==> src/rtl/softmax_input_collector_pkg.sv <==
// Shared constants and types for the softmax input collector.
// Frame geometry defaults match the softMax classifier input.
package softmax_input_collector_pkg;

    localparam int SOFTMAX_IN_BIT_WIDTH = 4;
    localparam int SOFTMAX_NUM_CLASSES  = 10;
    localparam int SUM_IN_WIDTH         = 16;
    localparam int SUM_SHIFT            = 4;

    typedef enum logic {
        FILL = 1'b0,
        HOLD = 1'b1
    } coll_state_e;

endpackage

==> src/rtl/softmax_input_collector_quantizer.sv <==
// Combinational quantizer: signed neuron sum to saturated unsigned slot.
// Negative sums clamp to zero, large sums clamp to all-ones.
module sum_quantizer #(
    parameter int IN_WIDTH  = 16,
    parameter int OUT_WIDTH = 4,
    parameter int SHIFT     = 4
) (
    input  logic signed [IN_WIDTH-1:0]  in_data,
    output logic        [OUT_WIDTH-1:0] q
);

    localparam int                MAX_I = (1 << OUT_WIDTH) - 1;
    localparam logic [IN_WIDTH-1:0] MAX_V = MAX_I[IN_WIDTH-1:0];

    logic [IN_WIDTH-1:0] sh;

    assign sh = in_data >>> SHIFT;

    // Full-width compare so large sums never wrap into small slot values.
    always_comb begin
        q = '0;
        if (in_data[IN_WIDTH-1]) begin
            q = '0;
        end else if (sh > MAX_V) begin
            q = MAX_V[OUT_WIDTH-1:0];
        end else begin
            q = sh[OUT_WIDTH-1:0];
        end
    end

endmodule

==> src/rtl/softmax_input_collector.sv <==
// Packs serial neuron sums into one quantized frame for the softMax block.
// A second frame may assemble while the previous one waits on out_ready.
module softmax_input_collector
    import softmax_input_collector_pkg::*;
#(
    parameter int NUM_CLASSES = SOFTMAX_NUM_CLASSES,
    parameter int IN_WIDTH    = SUM_IN_WIDTH,
    parameter int OUT_WIDTH   = SOFTMAX_IN_BIT_WIDTH,
    parameter int SHIFT       = SUM_SHIFT
) (
    input  logic                             clk,
    input  logic                             reset,
    input  logic                             in_valid,
    output logic                             in_ready,
    input  logic signed [IN_WIDTH-1:0]       in_data,
    input  logic                             in_last,
    output logic                             out_valid,
    input  logic                             out_ready,
    output logic [NUM_CLASSES*OUT_WIDTH-1:0] sum_out,
    output logic                             frame_error
);

    localparam int               IDX_W    = $clog2(NUM_CLASSES);
    localparam int               FRAME_W  = NUM_CLASSES * OUT_WIDTH;
    localparam logic [IDX_W-1:0] LAST_IDX = IDX_W'(NUM_CLASSES - 1);

    coll_state_e          state;
    logic [IDX_W-1:0]     idx;
    logic [FRAME_W-1:0]   asm_q;
    logic [FRAME_W-1:0]   merged;
    logic [OUT_WIDTH-1:0] q;
    logic                 accept;
    logic                 slot_free;
    logic                 at_last;

    sum_quantizer #(
        .IN_WIDTH  (IN_WIDTH),
        .OUT_WIDTH (OUT_WIDTH),
        .SHIFT     (SHIFT)
    ) u_quant (
        .in_data (in_data),
        .q       (q)
    );

    assign in_ready  = (state == FILL) && !reset;
    assign accept    = in_valid && in_ready;
    assign slot_free = !out_valid || out_ready;
    assign at_last   = (idx == LAST_IDX);

    // Assembly contents with the current beat dropped into its slot.
    always_comb begin
        merged = asm_q;
        for (int i = 0; i < NUM_CLASSES; i++) begin
            if (int'(idx) == i) begin
                merged[i*OUT_WIDTH +: OUT_WIDTH] = q;
            end
        end
    end

    always_ff @(posedge clk) begin
        if (reset) begin
            state       <= FILL;
            idx         <= '0;
            asm_q       <= '0;
            sum_out     <= '0;
            out_valid   <= 1'b0;
            frame_error <= 1'b0;
        end else begin
            frame_error <= 1'b0;
            if (out_valid && out_ready) begin
                out_valid <= 1'b0;
            end
            unique case (state)
                FILL: begin
                    if (accept) begin
                        if (in_last && !at_last) begin
                            frame_error <= 1'b1;
                            idx         <= '0;
                        end else if (at_last) begin
                            frame_error <= !in_last;
                            if (slot_free) begin
                                sum_out   <= merged;
                                out_valid <= 1'b1;
                                idx       <= '0;
                            end else begin
                                asm_q <= merged;
                                state <= HOLD;
                            end
                        end else begin
                            asm_q <= merged;
                            idx   <= idx + 1'b1;
                        end
                    end
                end
                HOLD: begin
                    if (slot_free) begin
                        sum_out   <= asm_q;
                        out_valid <= 1'b1;
                        idx       <= '0;
                        state     <= FILL;
                    end
                end
                default: state <= FILL;
            endcase
        end
    end

endmodule
==> config.mk <==
export PLATFORM = sky130hd
export DESIGN_NAME = softmax_input_collector
export DESIGN_NICKNAME = d
export VERILOG_FILES = /design/src/rtl/softmax_input_collector_pkg.sv /design/src/rtl/softmax_input_collector_quantizer.sv /design/src/rtl/softmax_input_collector.sv
export SDC_FILE = /design/constraint.sdc
export NUM_CORES = 1
export LEC_CHECK = 0
export ABC_AREA = 1
export CORE_ASPECT_RATIO = 1.25
export CORE_MARGIN = 3
export CORE_UTILIZATION = 55
export CTS_BUF_LIST = sky130_fd_sc_hd__clkbuf_4
export CTS_CLUSTER_DIAMETER = 150
export DETAILED_ROUTE_END_ITERATION = 10
export GPL_TIMING_DRIVEN = 0
export PLACE_DENSITY_LB_ADDON = 0.05
export SYNTH_ARGS = -nofsm -noshare
export SYNTH_HDL_FRONTEND = slang
export SYNTH_SLANG_ARGS = --single-unit
export TNS_END_PERCENT = 50
==> constraint.sdc <==
create_clock -name clk -period 2.5 [get_ports clk]
set_clock_uncertainty 0.1 [all_clocks]
set_input_delay 0.375 -clock clk [delete_from_list [all_inputs] [get_ports clk]]
set_output_delay 0.375 -clock clk [all_outputs]
set_load 0.01 [all_outputs]
* Yosys cells after proc, flatten, opt, wreduce, memory -nomap -nowiden *
Index checks and enable logic that the tools add are counted.

operators by class
  add/subtract/negate cells = 1
  $lt $le $gt $ge = 1
  equality and inequality tests = 16
  multiplexer cells = 38
  bitwise logic cells = 3
  reductions and logical operators = 13

operators with widths
  cell                 count
  $mux 40              7
  $pmux 40 s2          1
  $mux 4               16
  $eq 4x4->1 const B   7
  $gt 16x4->1 const B  1
  $mux 1               11
  $ne 2x2->1 const B   5
  $eq 4x3->1 const B   2
  $pmux 4 s2           1
  $reduce_and 5->1     1
  $add 4x1->4 const B  1
  $eq 4x2->1 const B   1
  $logic_and 1x1->1    4
  $logic_not 1->1      4
  $logic_not 4->1      1
  $pmux 1 s2           2
  $reduce_and 4->1     1
  $not 1->1            3
  $reduce_or 3->1      1
  $ne 2x1->1 const B   1
  $logic_or 1x1->1     1

word-level totals
  bits in registers = 87
  bits of input ports = 21
  output and inout bits = 43
  logic and storage cells = 78

* Depth between registers and ports, before layout *
Gate-level depths: netlist (run 1).

  depth after elaboration = 9
  mapped depth = 13
  mapped depth without buffers = 11

* Cells and area by module *
Synthesis (run 1) repeated with hierarchy kept, for this count alone.

unflattened totals
  cell total of the unflattened synthesis = 889
  area total of the unflattened synthesis = 5,052.3 um^2

modules (own cells, without submodules)
  module                   instances  cells an instance  area an instance (um^2)  seq. area each (um^2)
  softmax_input_collector  1          874                4,988.5                  1,741.7
  sum_quantizer            1          15                 63.8                     0.0

* Worst setup path after synthesis (run 1) *
Ideal clock, no wire load.

  path kind = register -> register
  start point = register idx[1]
  end point = register sum_out[0]
  library setup time = 0.116 ns
  arrival time = 1.688 ns
  data required time = 2.284 ns
  slack = 0.596 ns
  stages on the path, launching flop included = 13
  buffers on the path = 2
  clock period less this slack = 1.904 ns
  cells stage by stage = dfxtp_1 inv_1 ha_1 nand3_2 buf_6 ha_1 nor2_4 nand2_1 nand2_2 nand2_4 buf_4 nor2_1 a21oi_2

on the way
  cells in the longest elaborated chain, start to end = 7
  elaborated cells between the ends (all ways) = 13
  those cells by class = eq/ne: 3; mux: 6; reduce/logical: 4

RTL lines
  what                    line                           RTL
  start, declared         softmax_input_collector.sv:28  logic [IDX_W-1:0] idx;
  start signal, assigned  softmax_input_collector.sv:91  idx <= idx + 1'b1;
  $logic_not 4->1         softmax_input_collector.sv:54  if (int'(idx) == i) begin
  $mux 4                  softmax_input_collector.sv:54
  $mux 40                 softmax_input_collector.sv:81  if (slot_free) begin
  $mux 40                 softmax_input_collector.sv:79  end else if (at_last) begin
  $mux 40                 softmax_input_collector.sv:76  if (in_last && !at_last) begin
  $mux 40                 softmax_input_collector.sv:75  if (accept) begin
  $pmux 40 s2             softmax_input_collector.sv:73  unique case (state)
  end signal, assigned    softmax_input_collector.sv:82  sum_out <= merged;
  end signal, assigned    softmax_input_collector.sv:97  sum_out <= asm_q;
  end, declared           softmax_input_collector.sv:19  output logic [NUM_CLASSES*OUT_WIDTH-1:0] sum_out,

Parallel ways exist; a longest one is shown, timed or not. The select of a mux whose other input is x is not followed.
A chain may end at the register's enable or synchronous reset.

* Worst setup path after layout (run 1) *
  start point = register idx[1]
  end point = register sum_out[16]

on the way
  cells in the longest elaborated chain, start to end = 7
  elaborated cells between the ends (all ways) = 13
  those cells by class = eq/ne: 4; mux: 6; reduce/logical: 3

RTL lines
  what         line
  $eq 4x4->1   softmax_input_collector.sv:54
  $mux 4       softmax_input_collector.sv:54
  $mux 40      softmax_input_collector.sv:81
  $mux 40      softmax_input_collector.sv:79
  $mux 40      softmax_input_collector.sv:76
  $mux 40      softmax_input_collector.sv:75
  $pmux 40 s2  softmax_input_collector.sv:73

Parallel ways exist; a longest one is shown, timed or not. The select of a mux whose other input is x is not followed.

==> flow_metrics.env, run 1 <==
export IMPL_outcome="finished clean"
export IMPL_post_cts_setup_buffers=0
export IMPL_die_w_um=91.7
export IMPL_worst_setup_path_type="register to register"
export IMPL_worstSkewPairLatency_ns=0.45
export IMPL_start_util_pct=57.4
export IMPL_maxCapViolations=0
export IMPL_final_cell_area_um2=5900
export IMPL_cts_root_buf="clkbuf_4"
export IMPL_dpl_cell_area_um2=5790
export IMPL_antenna_found_initial=0
export IMPL_power_density_nw_per_um2=408
export IMPL_die_h_um=113
export IMPL_layout_common_cells="nand2_1, inv_1, dfxtp_1"
export IMPL_cp_start_kind="register"
export IMPL_track_usage_pct=24.8
export IMPL_report_final_slew_viol_count=0
export IMPL_post_cts_resized=0
export IMPL_ant_nets=0
export IMPL_grt_pass1_wl_um=21100
export IMPL_hpwl_um=8570
export IMPL_cts_tree="yes"
export IMPL_final_common_cell="nand2_1"
export IMPL_synth_seq_area_share_pct=34.5
export IMPL_cellLeakagePower_nw=3.23
export IMPL_netlist_area_um2=5050
export IMPL_cts_hold_buf=0
export IMPL_area_growth_pct=16.9
export IMPL_fin_nets=920
export IMPL_port_buffer_count=59
export IMPL_multiInputGateArea_um2=2370
export IMPL_grt_max_degree=13
export IMPL_hold_viol=0
export IMPL_grt_pass1_vias=4574
export IMPL_yosys_warnings=0
export IMPL_vdd_drop_max_mv=0.337
export IMPL_dieArea_um2=10400
export IMPL_num_io_pins=64
export IMPL_fin_setup_tns_ns=0
export IMPL_worst_slew_pin_slew_ns=0.560
export IMPL_globalplace_congestion=0.937
export IMPL_synth_cells=824
export IMPL_clkTransAtPathRegs_ns=0.13
export IMPL_cp_max_fo=10
export IMPL_worstPathRequired_ns=2.75
export IMPL_core_area_um2=8800
export IMPL_drc=0
export IMPL_first_pass_iters=5
export IMPL_htree_levels=3
export IMPL_fillers=837
export IMPL_syn_area_per_cell_um2=6.13
export IMPL_cts_buffers_inserted=9
export IMPL_min_period_ns=2.18
export IMPL_routed_wl_um=12400
export IMPL_seq_area_um2=1740
export IMPL_overflow=0
export IMPL_cts_sinks=87
export IMPL_maxSlewHeadroom_pct=62.7
export IMPL_finalSetupViolations=0
export IMPL_cp_end_kind="register"
export IMPL_drt_wirelength_per_cell_um=12.2
export IMPL_max_freq_mhz=459
export IMPL_drt_iter0_drc=367
export IMPL_drive_above_1_share_pct=9.45
export IMPL_synth_seq_cells=87
export IMPL_rsz0062_at_grt="false"
export IMPL_min_path_type="register to register"
export IMPL_vias=4960
export IMPL_viasPerCell=4.87
export IMPL_worstPathArrival_ns=2.43
export IMPL_fin_crit_sh_pct=87.2
export IMPL_ys_types=26
export IMPL_diodes=0
export IMPL_cts_buffer_depth=2
export IMPL_rows=38
export IMPL_synth_nets=850
==> cells in the mapped netlist <==
cell type	number	area [um2]
nand2_1	251	942
nand3b_1	1	7.51
nand2_4	1	11.3
inv_2	4	15.0
dfxtp_1	87	1740
buf_2	5	25.0
clkinv_1	1	3.75
a31oi_1	1	6.26
nand3_1	44	220
buf_1	7	26.3
a21oi_1	46	230
buf_4	4	30.0
a21oi_2	40	350
nor3_2	1	10.0
inv_1	188	706
nor2_4	2	22.5
o21ai_0	42	210
nand3_2	1	10.0
o21ai_1	4	20.0
ha_1	5	62.6
o211ai_1	1	7.51
or2_2	1	6.26
clkbuf_1	17	63.8
nand2_2	6	37.5
nor2_1	58	218
buf_6	6	67.6
==> critical path, cell delays in order (launching register included) <==
cell and delay (ns):
dfxtp_1 0.38, inv_1 0.09, ha_1 0.18, nand3_2 0.11
buf_6 0.16, ha_1 0.23, nor2_4 0.15, nand2_1 0.07
nand2_2 0.08, nand2_4 0.10, buf_4 0.20, nor2_1 0.14
a21oi_2 0.07
==> power breakdown <==
part	internal (mW)	leakage [nW]	total (mW)	switching, mW
sequential	1.42	0.706	1.45	0.0261
clock	0.256	0.0675	0.718	0.462
combinational	0.0897	2.46	0.244	0.154
total	1.77	3.23	2.41	0.642
==> routing by layer <==
layer  vias up  global-route usage, %  share of wire, %
met5         -                      0                 0
met4         0                   9.91               2.0
met3        17                   2.66               4.1
met2       115                   45.4                52
met1      2242                   29.5                42
li1       2586                      -                 -
==> flip-flops by register name (all words and copies together) (netlist names) <==
register / cells
idx: 4
sum_out: 40
frame_error: 1
state: 1
out_valid: 1
asm_q: 40
==> logic make-up after synthesis <==
kind of cell	after synthesis	synth area share, %
AO/OA/AOI/OAI	134	16.3
AND/OR/NAND/NOR	366	29.4
flip-flops	87	34.5
adder cells (fa/ha/maj)	5	1.24
buffers and inverters	232	18.6
==> layout make-up <==
type / count / share of cell area [%]
multi-input combinational: 505 / 40.2
sequential: 87 / 29.5
inverter: 193 / 12.3
timing repair buffer: 59 / 10.0
buffer: 39 / 3.60
tap: 120 / 2.54
clock buffer: 14 / 1.78
clock inverter: 2 / 0.127
==> metrics by stage <==
stage,utilization (%),power [mW],instances,hold slack [ns],setup WS (ns)
6_report,67.1,2.41,1019,0.430,0.320
3_5_place_dp,65.8,1.72,1003,0.413,0.246
3_3_place_gp,65.8,1.71,1003,0.411,0.309
4_1_cts,67.1,2.43,1019,0.433,0.338
2_1_floorplan,-,1.64,824,0.385,0.596
5_1_grt,67.1,2.53,1019,0.460,0.164
==> path summary, 6_finish.rpt <==
path / start / slack, ns / endpoint / cells past startpoint
worst max register to register: idx[1] / 0.32 / sum_out[16] / 12
worst min register to register: sum_out[3] / 0.43 / sum_out[3] / 4
worst max-delay path: idx[1] / 0.32 / sum_out[16] / 12
worst min-delay path: sum_out[3] / 0.43 / sum_out[3] / 4
Power figures use the tool's default switching activity.
==> inputs of run 2 (changes only) <==
--- a/config.mk
+++ b/config.mk
@@ -13,6 +13,7 @@
 export CTS_CLUSTER_DIAMETER = 150
 export DETAILED_ROUTE_END_ITERATION = 10
 export GPL_TIMING_DRIVEN = 0
+export MAX_ROUTING_LAYER = met4
 export PLACE_DENSITY_LB_ADDON = 0.05
 export SYNTH_ARGS = -nofsm -noshare
 export SYNTH_HDL_FRONTEND = slang
==> flow_metrics.env, run 2 (synthesis results as in run 1) <==
export IMPL_outcome="finished clean"
export IMPL_worstPathArrival_ns=2.42
export IMPL_cts_buffers_inserted=9
export IMPL_viasPerCell=4.89
export IMPL_layout_common_cells="nand2_1, inv_1, dfxtp_1"
export IMPL_maxSlewHeadroom_pct=63.7
export IMPL_worstPathRequired_ns=2.73
export IMPL_diodes=0
export IMPL_worst_slew_pin_slew_ns=0.544
export IMPL_cts_buffer_depth=2
export IMPL_fin_crit_sh_pct=87.6
export IMPL_worst_setup_path_type="register to register"
export IMPL_track_usage_pct=25.1
export IMPL_min_delay_start="sum_out[5]"
export IMPL_cellLeakagePower_nw=3.22
export IMPL_power_density_nw_per_um2=402
export IMPL_path_cells="inv_1, ha_1, nand3_2, buf_6, ha_1, nor2_4, nand2_1, nand2_2, nand2_4, buf_4, nor2_1, a21oi_2"
export IMPL_num_io_pins=64
export IMPL_cp_slowest_cell="dfxtp_1"
export IMPL_hold_viol=0
export IMPL_rows=38
export IMPL_htree_levels=3
export IMPL_vdd_drop_max_mv=0.259
export IMPL_holdWs_ns=0.429
export IMPL_die_h_um=113
export IMPL_die_w_um=91.7
export IMPL_fin_setup_tns_ns=0
export IMPL_dpl_cell_area_um2=5790
export IMPL_drive_above_1_share_pct=9.25
export IMPL_internal_power_mw=1.72
export IMPL_power_share_clock_pct=28.5
export IMPL_final_cell_area_um2=5890
export IMPL_area_growth_pct=16.5
export IMPL_min_path_type="register to register"
export IMPL_cp_startpoint="idx[1]"
export IMPL_drt_iter0_drc=276
export IMPL_cp_slowest_stage_delay_ns=0.38
export IMPL_post_cts_setup_buffers=0
export IMPL_power_frac_comb_pct=10.3
export IMPL_antenna_found_initial=0
export IMPL_cts_root_buf="clkbuf_4"
export IMPL_port_buffer_count=59
export IMPL_grt_pass1_vias=4547
export IMPL_core_area_um2=8800
export IMPL_cts_hold_buf=0
export IMPL_grt_pass1_wl_um=20700
export IMPL_vias=4972
export IMPL_finalSetupViolations=0
export IMPL_max_freq_mhz=457
export IMPL_report_final_slew_viol_count=0
export IMPL_cp_start_kind="register"
export IMPL_post_cts_resized=0
export IMPL_min_period_ns=2.19
export IMPL_worstSkewPairLatency_ns=0.44
export IMPL_maxCapViolations=0
export IMPL_reg2reg_from="idx[1]"
export IMPL_switching_share_pct=27.2
export IMPL_globalplace_congestion=0.855
export IMPL_clkTransAtPathRegs_ns=0.12
export IMPL_dieArea_um2=10400
export IMPL_overflow=0
export IMPL_start_util_pct=57.4
export IMPL_fin_nets=920
export IMPL_cts_tree="yes"
export IMPL_power_frac_seq_pct=61.2
export IMPL_power_mw=2.36
export IMPL_final_common_cell="nand2_1"
export IMPL_first_pass_iters=6
export IMPL_hpwl_um=8820
export IMPL_rsz0062_at_grt="false"
export IMPL_cts_sinks=87
export IMPL_reg_largest_list="asm_q x40, sum_out x40, idx x4"
export IMPL_drc=0
export IMPL_drt_wirelength_per_cell_um=12.4
export IMPL_cp_end_kind="register"
export IMPL_p_switching_mw=0.643
export IMPL_crit_path_frequent_cell="ha_1"
export IMPL_routed_wl_um=12600
export IMPL_grt_max_degree=13
export IMPL_cp_max_fo=10
export IMPL_ant_nets=0
run 2: cell count changes in the layout (fill, tap and decap cells not counted):
cell	change
clkinv_2	+1
clkbuf_4	-3
run 2: per-stage QoR:
stage                     instances  utilization [%]  setup WS (ns)
final                          1017             66.9          0.311
after detailed placement       1003             65.8          0.234
after CTS                      1017             66.9          0.315
after global routing           1017             66.9          0.131
after global placement         1003             65.8          0.304
after floorplan                 824                -          0.596
run 2: critical path, delay by kind of cell (launching register included):
family          cells  cell delay [ns]
compound gates      1             0.07
buf+inv             3             0.46
simple gates        6             0.66
fa+ha+maj           2             0.41
flops               1             0.38
run 2: cell type report:
class	instances	area (um2)
repair buffers	59	591
plain buffers	39	213
fillers	834	2910
inverters	193	724
flip-flops and latches	87	1740
clock inverters	3	12.5
clock buffers	11	82.6
well taps	120	150
multi-input cells	505	2370
run 2: worst paths after layout:
| kind | slack [ns] | end | cells past startpoint |
|---|---|---|---|
| max | 0.31 | sum_out[27] | 12 |
| min | 0.43 | sum_out[5] | 4 |
| max reg2reg | 0.31 | sum_out[27] | 12 |
| min reg2reg | 0.43 | sum_out[5] | 4 |
run 2: layer usage:
layer	vias up	GRT usage, %	routed length [um]
li1	2578	-	-
met1	2243	28.2	5340
met2	136	45.9	6590
met3	15	2.73	504
met4	0	8.42	188
met5	-	-	0
run 2: power groups by stage:
stage / registers (mW) / logic, mW / clock network, mW
after floorplan: 1.47 / 0.166 / 0
after global placement: 1.48 / 0.235 / 0
after detailed placement: 1.48 / 0.242 / 0
after CTS: 1.45 / 0.243 / 0.683
after global routing: 1.45 / 0.276 / 0.735
final: 1.45 / 0.244 / 0.673
